--- src/rtl/multi_key_beep_pkg.sv ---
// Shared definitions for the multi-key debounce and beep-burst block.
// Holds the sequencer state encoding, a counter-width helper and the
// default cycle counts for a 50 MHz board clock.
package multi_key_beep_pkg;

  // Sequencer state encoding
  localparam logic [1:0] STATE_IDLE = 2'd0;
  localparam logic [1:0] STATE_ON   = 2'd1;
  localparam logic [1:0] STATE_OFF  = 2'd2;

  typedef enum logic [1:0] {
    S_IDLE = STATE_IDLE,
    S_ON   = STATE_ON,
    S_OFF  = STATE_OFF
  } beep_state_e;

  // Default timing for a 50 MHz board: 20 ms debounce, 100 ms beep on/off
  localparam int unsigned CLK_HZ           = 50_000_000;
  localparam int unsigned DEF_DEBOUNCE_CYC = CLK_HZ / 50;
  localparam int unsigned DEF_BEEP_ON_CYC  = CLK_HZ / 10;
  localparam int unsigned DEF_BEEP_OFF_CYC = CLK_HZ / 10;

  // ceil(log2(max_val)), never less than 1 bit
  function automatic int unsigned cnt_width(input int unsigned max_val);
    int unsigned w;
    w = 0;
    for (int unsigned i = 0; i < 32; i++) begin
      if ((64'(1) << i) < 64'(max_val)) w = i + 1;
    end
    return (w == 0) ? 1 : w;
  endfunction

endpackage

--- src/rtl/multi_key_beep_key_debounce_ch.sv ---
// Single key channel: two-flop synchroniser followed by a debounce counter.
//   sys_clk   : system clock
//   rst_n     : asynchronous active-low reset
//   key_in    : raw active-low key pin (asynchronous)
//   key_value : debounced key level (registered, resets to 1)
//   key_flag  : one-cycle pulse when a debounced press (1->0) is accepted
module key_debounce_ch
  import multi_key_beep_pkg::*;
#(
  parameter int unsigned DEBOUNCE_CYC = DEF_DEBOUNCE_CYC,
  parameter int unsigned CNT_W        = cnt_width(DEBOUNCE_CYC)
) (
  input  logic sys_clk,
  input  logic rst_n,
  input  logic key_in,
  output logic key_value,
  output logic key_flag
);

  logic [1:0]       sync_q;
  logic [CNT_W-1:0] cnt_q;
  logic             differ_c;
  logic             accept_c;

  // Level change is accepted once it has differed for DEBOUNCE_CYC evaluations
  assign differ_c = (sync_q[1] != key_value);
  assign accept_c = differ_c && (cnt_q == CNT_W'(DEBOUNCE_CYC - 1));

  // Synchroniser, debounce counter and registered outputs
  always_ff @(posedge sys_clk or negedge rst_n) begin
    if (!rst_n) begin
      sync_q    <= 2'b11;
      cnt_q     <= '0;
      key_value <= 1'b1;
      key_flag  <= 1'b0;
    end else begin
      sync_q   <= {sync_q[0], key_in};
      key_flag <= accept_c && !sync_q[1];
      if (!differ_c) begin
        cnt_q <= '0;
      end else if (accept_c) begin
        cnt_q     <= '0;
        key_value <= sync_q[1];
      end else begin
        cnt_q <= cnt_q + CNT_W'(1);
      end
    end
  end

endmodule

--- src/rtl/multi_key_beep.sv ---
// Board-level key handler: debounces NUM_KEYS active-low keys and turns a
// press on key i into a burst of (i+1) beeps.
//   sys_clk   : system clock
//   rst_n     : asynchronous active-low reset
//   key       : raw active-low key pins
//   key_flag  : per-channel one-cycle press pulse
//   key_value : per-channel debounced level
//   beep      : buzzer drive (BEEP_ACTIVE sounds it)
//   busy      : high while a burst is in progress
module multi_key_beep
  import multi_key_beep_pkg::*;
#(
  parameter int unsigned NUM_KEYS     = 4,
  parameter int unsigned DEBOUNCE_CYC = DEF_DEBOUNCE_CYC,
  parameter int unsigned BEEP_ON_CYC  = DEF_BEEP_ON_CYC,
  parameter int unsigned BEEP_OFF_CYC = DEF_BEEP_OFF_CYC,
  parameter logic        BEEP_ACTIVE  = 1'b1
) (
  input  logic                sys_clk,
  input  logic                rst_n,
  input  logic [NUM_KEYS-1:0] key,
  output logic [NUM_KEYS-1:0] key_flag,
  output logic [NUM_KEYS-1:0] key_value,
  output logic                beep,
  output logic                busy
);

  localparam int unsigned MAX_BEEP_CYC =
      (BEEP_ON_CYC > BEEP_OFF_CYC) ? BEEP_ON_CYC : BEEP_OFF_CYC;
  localparam int unsigned MAX_CYC =
      (DEBOUNCE_CYC > MAX_BEEP_CYC) ? DEBOUNCE_CYC : MAX_BEEP_CYC;
  localparam int unsigned CNT_W = cnt_width(MAX_CYC);
  localparam int unsigned REM_W = $clog2(NUM_KEYS + 1);

  // One debounce channel per key
  for (genvar g = 0; g < NUM_KEYS; g++) begin : g_ch
    key_debounce_ch #(
      .DEBOUNCE_CYC(DEBOUNCE_CYC),
      .CNT_W       (CNT_W)
    ) u_ch (
      .sys_clk  (sys_clk),
      .rst_n    (rst_n),
      .key_in   (key[g]),
      .key_value(key_value[g]),
      .key_flag (key_flag[g])
    );
  end

  beep_state_e      state_q, state_d;
  logic [CNT_W-1:0] cnt_q, cnt_d;
  logic [REM_W-1:0] rem_q, rem_d;
  logic [REM_W-1:0] load_rem_c;
  logic             beep_d;
  logic             busy_d;

  // Burst length for the lowest-index flag (index + 1)
  always_comb begin
    load_rem_c = '0;
    for (int i = int'(NUM_KEYS) - 1; i >= 0; i--) begin
      if (key_flag[i]) load_rem_c = REM_W'(i + 1);
    end
  end

  // Sequencer next state; beep and busy follow the next state so they are
  // registered alongside it
  always_comb begin
    state_d = state_q;
    cnt_d   = cnt_q;
    rem_d   = rem_q;
    case (state_q)
      S_IDLE: begin
        if (|key_flag) begin
          state_d = S_ON;
          cnt_d   = '0;
          rem_d   = load_rem_c;
        end
      end
      S_ON: begin
        if (cnt_q == CNT_W'(BEEP_ON_CYC - 1)) begin
          cnt_d   = '0;
          rem_d   = rem_q - REM_W'(1);
          state_d = (rem_q == REM_W'(1)) ? S_IDLE : S_OFF;
        end else begin
          cnt_d = cnt_q + CNT_W'(1);
        end
      end
      S_OFF: begin
        if (cnt_q == CNT_W'(BEEP_OFF_CYC - 1)) begin
          cnt_d   = '0;
          state_d = S_ON;
        end else begin
          cnt_d = cnt_q + CNT_W'(1);
        end
      end
      default: begin
        state_d = S_IDLE;
        cnt_d   = '0;
        rem_d   = '0;
      end
    endcase
    beep_d = (state_d == S_ON) ? BEEP_ACTIVE : ~BEEP_ACTIVE;
    busy_d = (state_d != S_IDLE);
  end

  // Sequencer state and output registers
  always_ff @(posedge sys_clk or negedge rst_n) begin
    if (!rst_n) begin
      state_q <= S_IDLE;
      cnt_q   <= '0;
      rem_q   <= '0;
      beep    <= ~BEEP_ACTIVE;
      busy    <= 1'b0;
    end else begin
      state_q <= state_d;
      cnt_q   <= cnt_d;
      rem_q   <= rem_d;
      beep    <= beep_d;
      busy    <= busy_d;
    end
  end

endmodule

--- config.mk ---
export PLATFORM = sky130hd
export DESIGN_NAME = multi_key_beep
export DESIGN_NICKNAME = d
export VERILOG_FILES = /design/src/rtl/multi_key_beep_pkg.sv /design/src/rtl/multi_key_beep_key_debounce_ch.sv /design/src/rtl/multi_key_beep.sv
export SDC_FILE = /design/constraint.sdc
export NUM_CORES = 1
export LEC_CHECK = 0
export ABC_AREA = 1
export CORE_UTILIZATION = 55
export CTS_CLUSTER_DIAMETER = 80
export CTS_CLUSTER_SIZE = 14
export DETAILED_ROUTE_END_ITERATION = 8
export PLACE_DENSITY = 0.77
export REMOVE_ABC_BUFFERS = 1
export SLEW_MARGIN = 20
export SYNTH_ARGS = -nofsm -noshare
export SYNTH_HDL_FRONTEND = slang
export SYNTH_SLANG_ARGS = --single-unit
--- constraint.sdc ---
create_clock -name sys_clk -period 2 [get_ports sys_clk]
set_input_delay 0.5 -clock sys_clk [delete_from_list [all_inputs] [get_ports sys_clk]]
set_output_delay 0.5 -clock sys_clk [all_outputs]
set_load 0.01 [all_outputs]
# --- Word-level counts from Yosys, hierarchy flattened ---
# Cells that the tools add are included.
totals:
  ff_bits: 138
  in_bits: 6
  output_inout_bits: 10
  wordCells: 88
op_classes:
  addsub: 6
  eq_ne: 15
  muxes: 24
  bitwise: 1
  reduce_logical: 21
ops:
  columns: ["cell", "count"]
  rows:
  - ["$mux W23", 10]
  - ["$add A23 B1 Y23 const B", 5]
  - ["$eq A23 B20 Y1 const B", 4]
  - ["$pmux W23 S2", 1]
  - ["$eq A23 B23 Y1 const B", 1]
  - ["$mux W3", 6]
  - ["$pmux W3 S3", 1]
  - ["$logic_and A1 B1 Y1", 8]
  - ["$mux W2", 4]
  - ["$reduce_and A2 Y1", 4]
  - ["$pmux W2 S3", 1]
  - ["$eq A2 B1 Y1 const B", 2]
  - ["$logic_not A1 Y1", 4]
  - ["$ne A1 B1 Y1", 4]
  - ["$ne A2 B2 Y1 const B", 2]
  - ["$reduce_or A4 Y1", 1]
  - ["$eq A3 B1 Y1 const B", 1]
  - ["$reduce_and A3 Y1", 1]
  - ["$sub A3 B1 Y3 const B", 1]
  - ["$eq A2 B2 Y1 const B", 1]
  - ["$logic_not A2 Y1", 1]
  - ["$reduce_bool A2 Y1", 1]
  - ["$reduce_or A2 Y1", 1]
  - ["$mux W1", 1]
  - ["$not A1 Y1", 1]

# --- Logic depth before layout (Yosys ltp) ---
depth:
  ltp_word: 6
  ltp_mapped: 11
  ltp_nobuf: 11

# --- Modules after synthesis ---
# From an unflattened synthesis, not the netlist that was laid out.
unflattened:
  hier_cells: 1177
  hier_area_um2: 8453.1
modules_own_cells:
  columns: ["module", "n_inst", "cells_each", "area_per_inst_um2", "seq_area_each_um2"]
  rows:
  - ["key_debounce_ch", 4, 223, 1616.6, 679.4]
  - ["multi_key_beep", 1, 285, 1986.9, 750.7]

# --- Worst setup path after synthesis ---
# Ideal clock, no wire load.
synth_path:
  kind: "reg2reg"
  startpoint: "register state_q[0]"
  endpoint: "register cnt_q[21]"
  setup_ps: 77
  t_arrival_ps: 1487
  required_ps: 1923
  slack_ps: 436
  stages_incl_launch_ff: 9
  path_cell_list: "dfrtp_1 > inv_1 > ha_1 > nand3_2 > nand2_2 > nor2_4 > nand2_4 > or2_0 > a21oi_1"
synth_via:
  elab_chain_len: 3
  word_cells_on_any_way: 6
synth_rtl:
  columns: ["element", "line", "rtl"]
  rows:
  - ["from (decl)", "multi_key_beep.sv:49", "beep_state_e state_q, state_d;"]
  - ["from (signal assigned)", "multi_key_beep.sv:114", "state_q <= state_d;"]
  - ["$eq A2 B2 Y1 / $eq A2 B1 Y1 (equally long branches)", "multi_key_beep.sv:70", "case (state_q)"]
  - ["$reduce_or A2 Y1 (no line)", null, null]
  - ["$pmux W23 S2", "multi_key_beep.sv:70", null]
  - ["to (signal assigned)", "multi_key_beep.sv:115", "cnt_q <= cnt_d;"]
  - ["to (decl)", "multi_key_beep.sv:50", "logic [CNT_W-1:0] cnt_q, cnt_d;"]
# Several ways; a longest one is shown, not always the timed one.
# A chain may end at the register's enable or synchronous reset.

# --- Worst setup path after layout ---
layout_path:
  startpoint: "register g_ch[0].u_ch.key_flag"
  endpoint: "output key_flag[0]"
layout_rtl:
  columns: ["element", "line", "rtl"]
  rows:
  - ["from (decl)", "multi_key_beep_key_debounce_ch.sv:17", "output logic key_flag"]
  - ["from (signal assigned)", "multi_key_beep_key_debounce_ch.sv:38", "key_flag <= accept_c && !sync_q[1];"]
  - ["to (decl)", "multi_key_beep.sv:22", "output logic [NUM_KEYS-1:0] key_flag,"]
# No word-level cell between the ends.

==> results.ini <==
[outcome]
status = finished, final reports clean

[worst_setup_path]
endpoint = key_flag[0]
r2r-end = cnt_q[21]
crit_start = g_ch[0].u_ch.key_flag
end_kind = output port
rr_worst_depth = 8
required_ns = 1.50
r2r_slack_ns = 0.21
max_stage_delay_ns = 0.60
cp_top_family = buffers and inverters
cpMaxStageDelayCell = clkdlybuf4s50_1
criticalPathCategory = reg -> out
path_depth = 1
worst-path-max-fanout = 4
crit_buf_inv = 1
start_kind = flop
r2r-start = state_q[0]
path_cells = clkdlybuf4s50_1
arrival_ns = 1.41

[clock_network]
clock_latency_ns = 0.42
cts_root_buffer = clkbuf_16
clkSinkCount = 138
clock_path_buffers = 2
post_cts_buffers = 0
htree_levels = 4
numCtsBuffers = 17
cts.clk_slew.worst_paths_ns = 0.06
cts_tree = yes

[route]
dr.pass1.iters = 5
viasPerCell = 5.21
vias = 6398
post-route-drc-count = 0
drtAntennaViolNets = 0
routed_wl_mm = 16.0
drtIter0Drc = 633
routedWlPerCell_um = 13.0

[sta]
fin_tns_setup_ns = 0
maxSlewViolCount = 0
period_needed_ns = 1.91
slew_headroom_pct = 69.9
fmax_mhz = 525
final-hold-violation-count = 0
rsz0062_at_grt = false
fin_hold_ws_ns = 0.00266
final.period_utilization_pct = 95.3
setup_ws_ns = 0.0946
fin_worst_skew_ns = 0.00488
setup_viol = 0
worstMarginPinSlew_ns = 0.452

[floorplanning]
die_x_um = 121
die_area_sq_mm = 0.0145
core_area_sq_mm = 0.0135
die_h_um = 121
num_rows = 42
initial_core_util_pct = 57.5
ios = 16

[synth]
syn_area_sq_mm = 0.00773
synth_edf_count = 0
netlist-cell-type-count = 42
seq_area_frac_synth_pct = 44.8
yosysWarnings = 0
synth-main-ff-cell = dfrtp_1
synth-seq-cells = 138
netlist_instances = 1007
avgSynthCellArea_sq_um = 7.68
async_flop_share_pct = 100

[place]
hpwl_mm = 11.6
dp_slack_ns = 0.193
dp_cells = 1198
routabilityCongestion = 0.957
port-buffer-count = 15

[power_and_ir_drop]
max-vdd-ir-drop_mv = 0.659
power.density_mw_per_mm2 = 679
p_leak_nw = 4.02
finalPower_mw = 5.88

[global_route]
grt_first_pass_wirelength_mm = 28.4
track_usage_pct = 24.6
grt_max_degree = 46
grt_overflow = 0
antenna_found_initial = 0
grt_pass1_vias = 6213

[cells_and_area]
drive_gt1_share_pct = 12.4
area_growth_pct = 12.0
n_antenna_cell = 0
finalNonFillerCells = 1229
final_nets = 1058
final_common_cell = nand2_1
layout_common_cells = 216 x nand2_1, 187 x nor2_1, 130 x inv_1, 126 x dfrtp_1, 63 x nand3_1

[run]
cap_violations = 0

[min_path]
hp-class = in -> async

[worst min-delay path by stage]
stage / slack, ns / startpoint / endpoint / cells after the start
finish: 0.003 / rst_n / g_ch[1].u_ch.cnt_q[22] / 1
global route: 0.03 / rst_n / g_ch[1].u_ch.cnt_q[22] / 1
CTS: 0.01 / rst_n / g_ch[1].u_ch.cnt_q[22] / 1
detailed placement: 0.35 / g_ch[1].u_ch.sync_q[0] / g_ch[1].u_ch.sync_q[1] / 0
global placement: 0.35 / g_ch[2].u_ch.sync_q[0] / g_ch[2].u_ch.sync_q[1] / 0
floorplan: 0.20 / rst_n / beep / 0
[final cells by class]
cell class / count / area [sq um]
Clock inverter: 9 / 75.1
Timing Repair Buffer: 28 / 256
Sequential cell: 138 / 3470
Inverter: 144 / 541
Clock buffer: 22 / 454
Multi-Input combinational cell: 712 / 3640
Fill cell: 1170 / 4790
Tap cell: 176 / 220
[stage by stage]
step	utilization, %	instance area [sq um]
after detailed placement	60.4	8130
after floorplan	-	7650
after global routing	64.4	8660
after global placement	60.4	8130
final	64.4	8660
after CTS	64.3	8650
[cell usage after synthesis (11+ instances only)]
library cell / number / area (sq um)
a21oi_1: 23 / 115
dfrtp_1: 126 / 3150
dfstp_2: 12 / 315
ha_1: 11 / 138
inv_1: 130 / 488
inv_2: 13 / 48.8
nand2_1: 216 / 811
nand3_1: 63 / 315
nand3_2: 12 / 120
nand4_1: 22 / 138
nor2_1: 187 / 702
nor2_2: 13 / 81.3
nor3_1: 37 / 185
o21ai_0: 16 / 80.1
xor2_1: 37 / 324
[cells by family after synthesis]
logic type / share of synthesized area, %
AND/OR/NAND/NOR: 35.8
buffers and inverters: 8.12
XOR/XNOR: 5.63
adder cells (fa/ha/maj): 1.78
flip-flops: 44.8
AO/OA/AOI/OAI: 3.82
[per-layer routing]
layer / track usage (%) / routed length [um] / up-vias
met1: 33.0 / 7520 / 3011
li1: - / - / 3223
met5: 0 / 0 / -
met3: 5.09 / 662 / 22
met2: 39.6 / 7610 / 142
met4: 8.33 / 240 / 0
[flip-flops by register name (all words and copies together), names as in the netlist]
name / count
g_ch.u_ch.sync_q: 8
g_ch.u_ch.key_flag: 4
cnt_q: 23
g_ch.u_ch.key_value: 4
g_ch.u_ch.cnt_q: 92
beep: 1
state_q: 2
rem_q: 3
busy: 1
[power by group]
group | internal (mW) | total, mW | switching, mW
clock network | 1.72 | 2.85 | 1.13
logic | 0.0535 | 0.183 | 0.129
registers | 2.83 | 2.86 | 0.0261
total | 4.60 | 5.88 | 1.28
[timing repair]
item	in CTS	in global routing
hold buffers	0	0
pin swaps	0	0
setup endpoints to repair	4	1
gates resized for setup	4	1
Note: power is estimated with default switching activity, not from simulation.
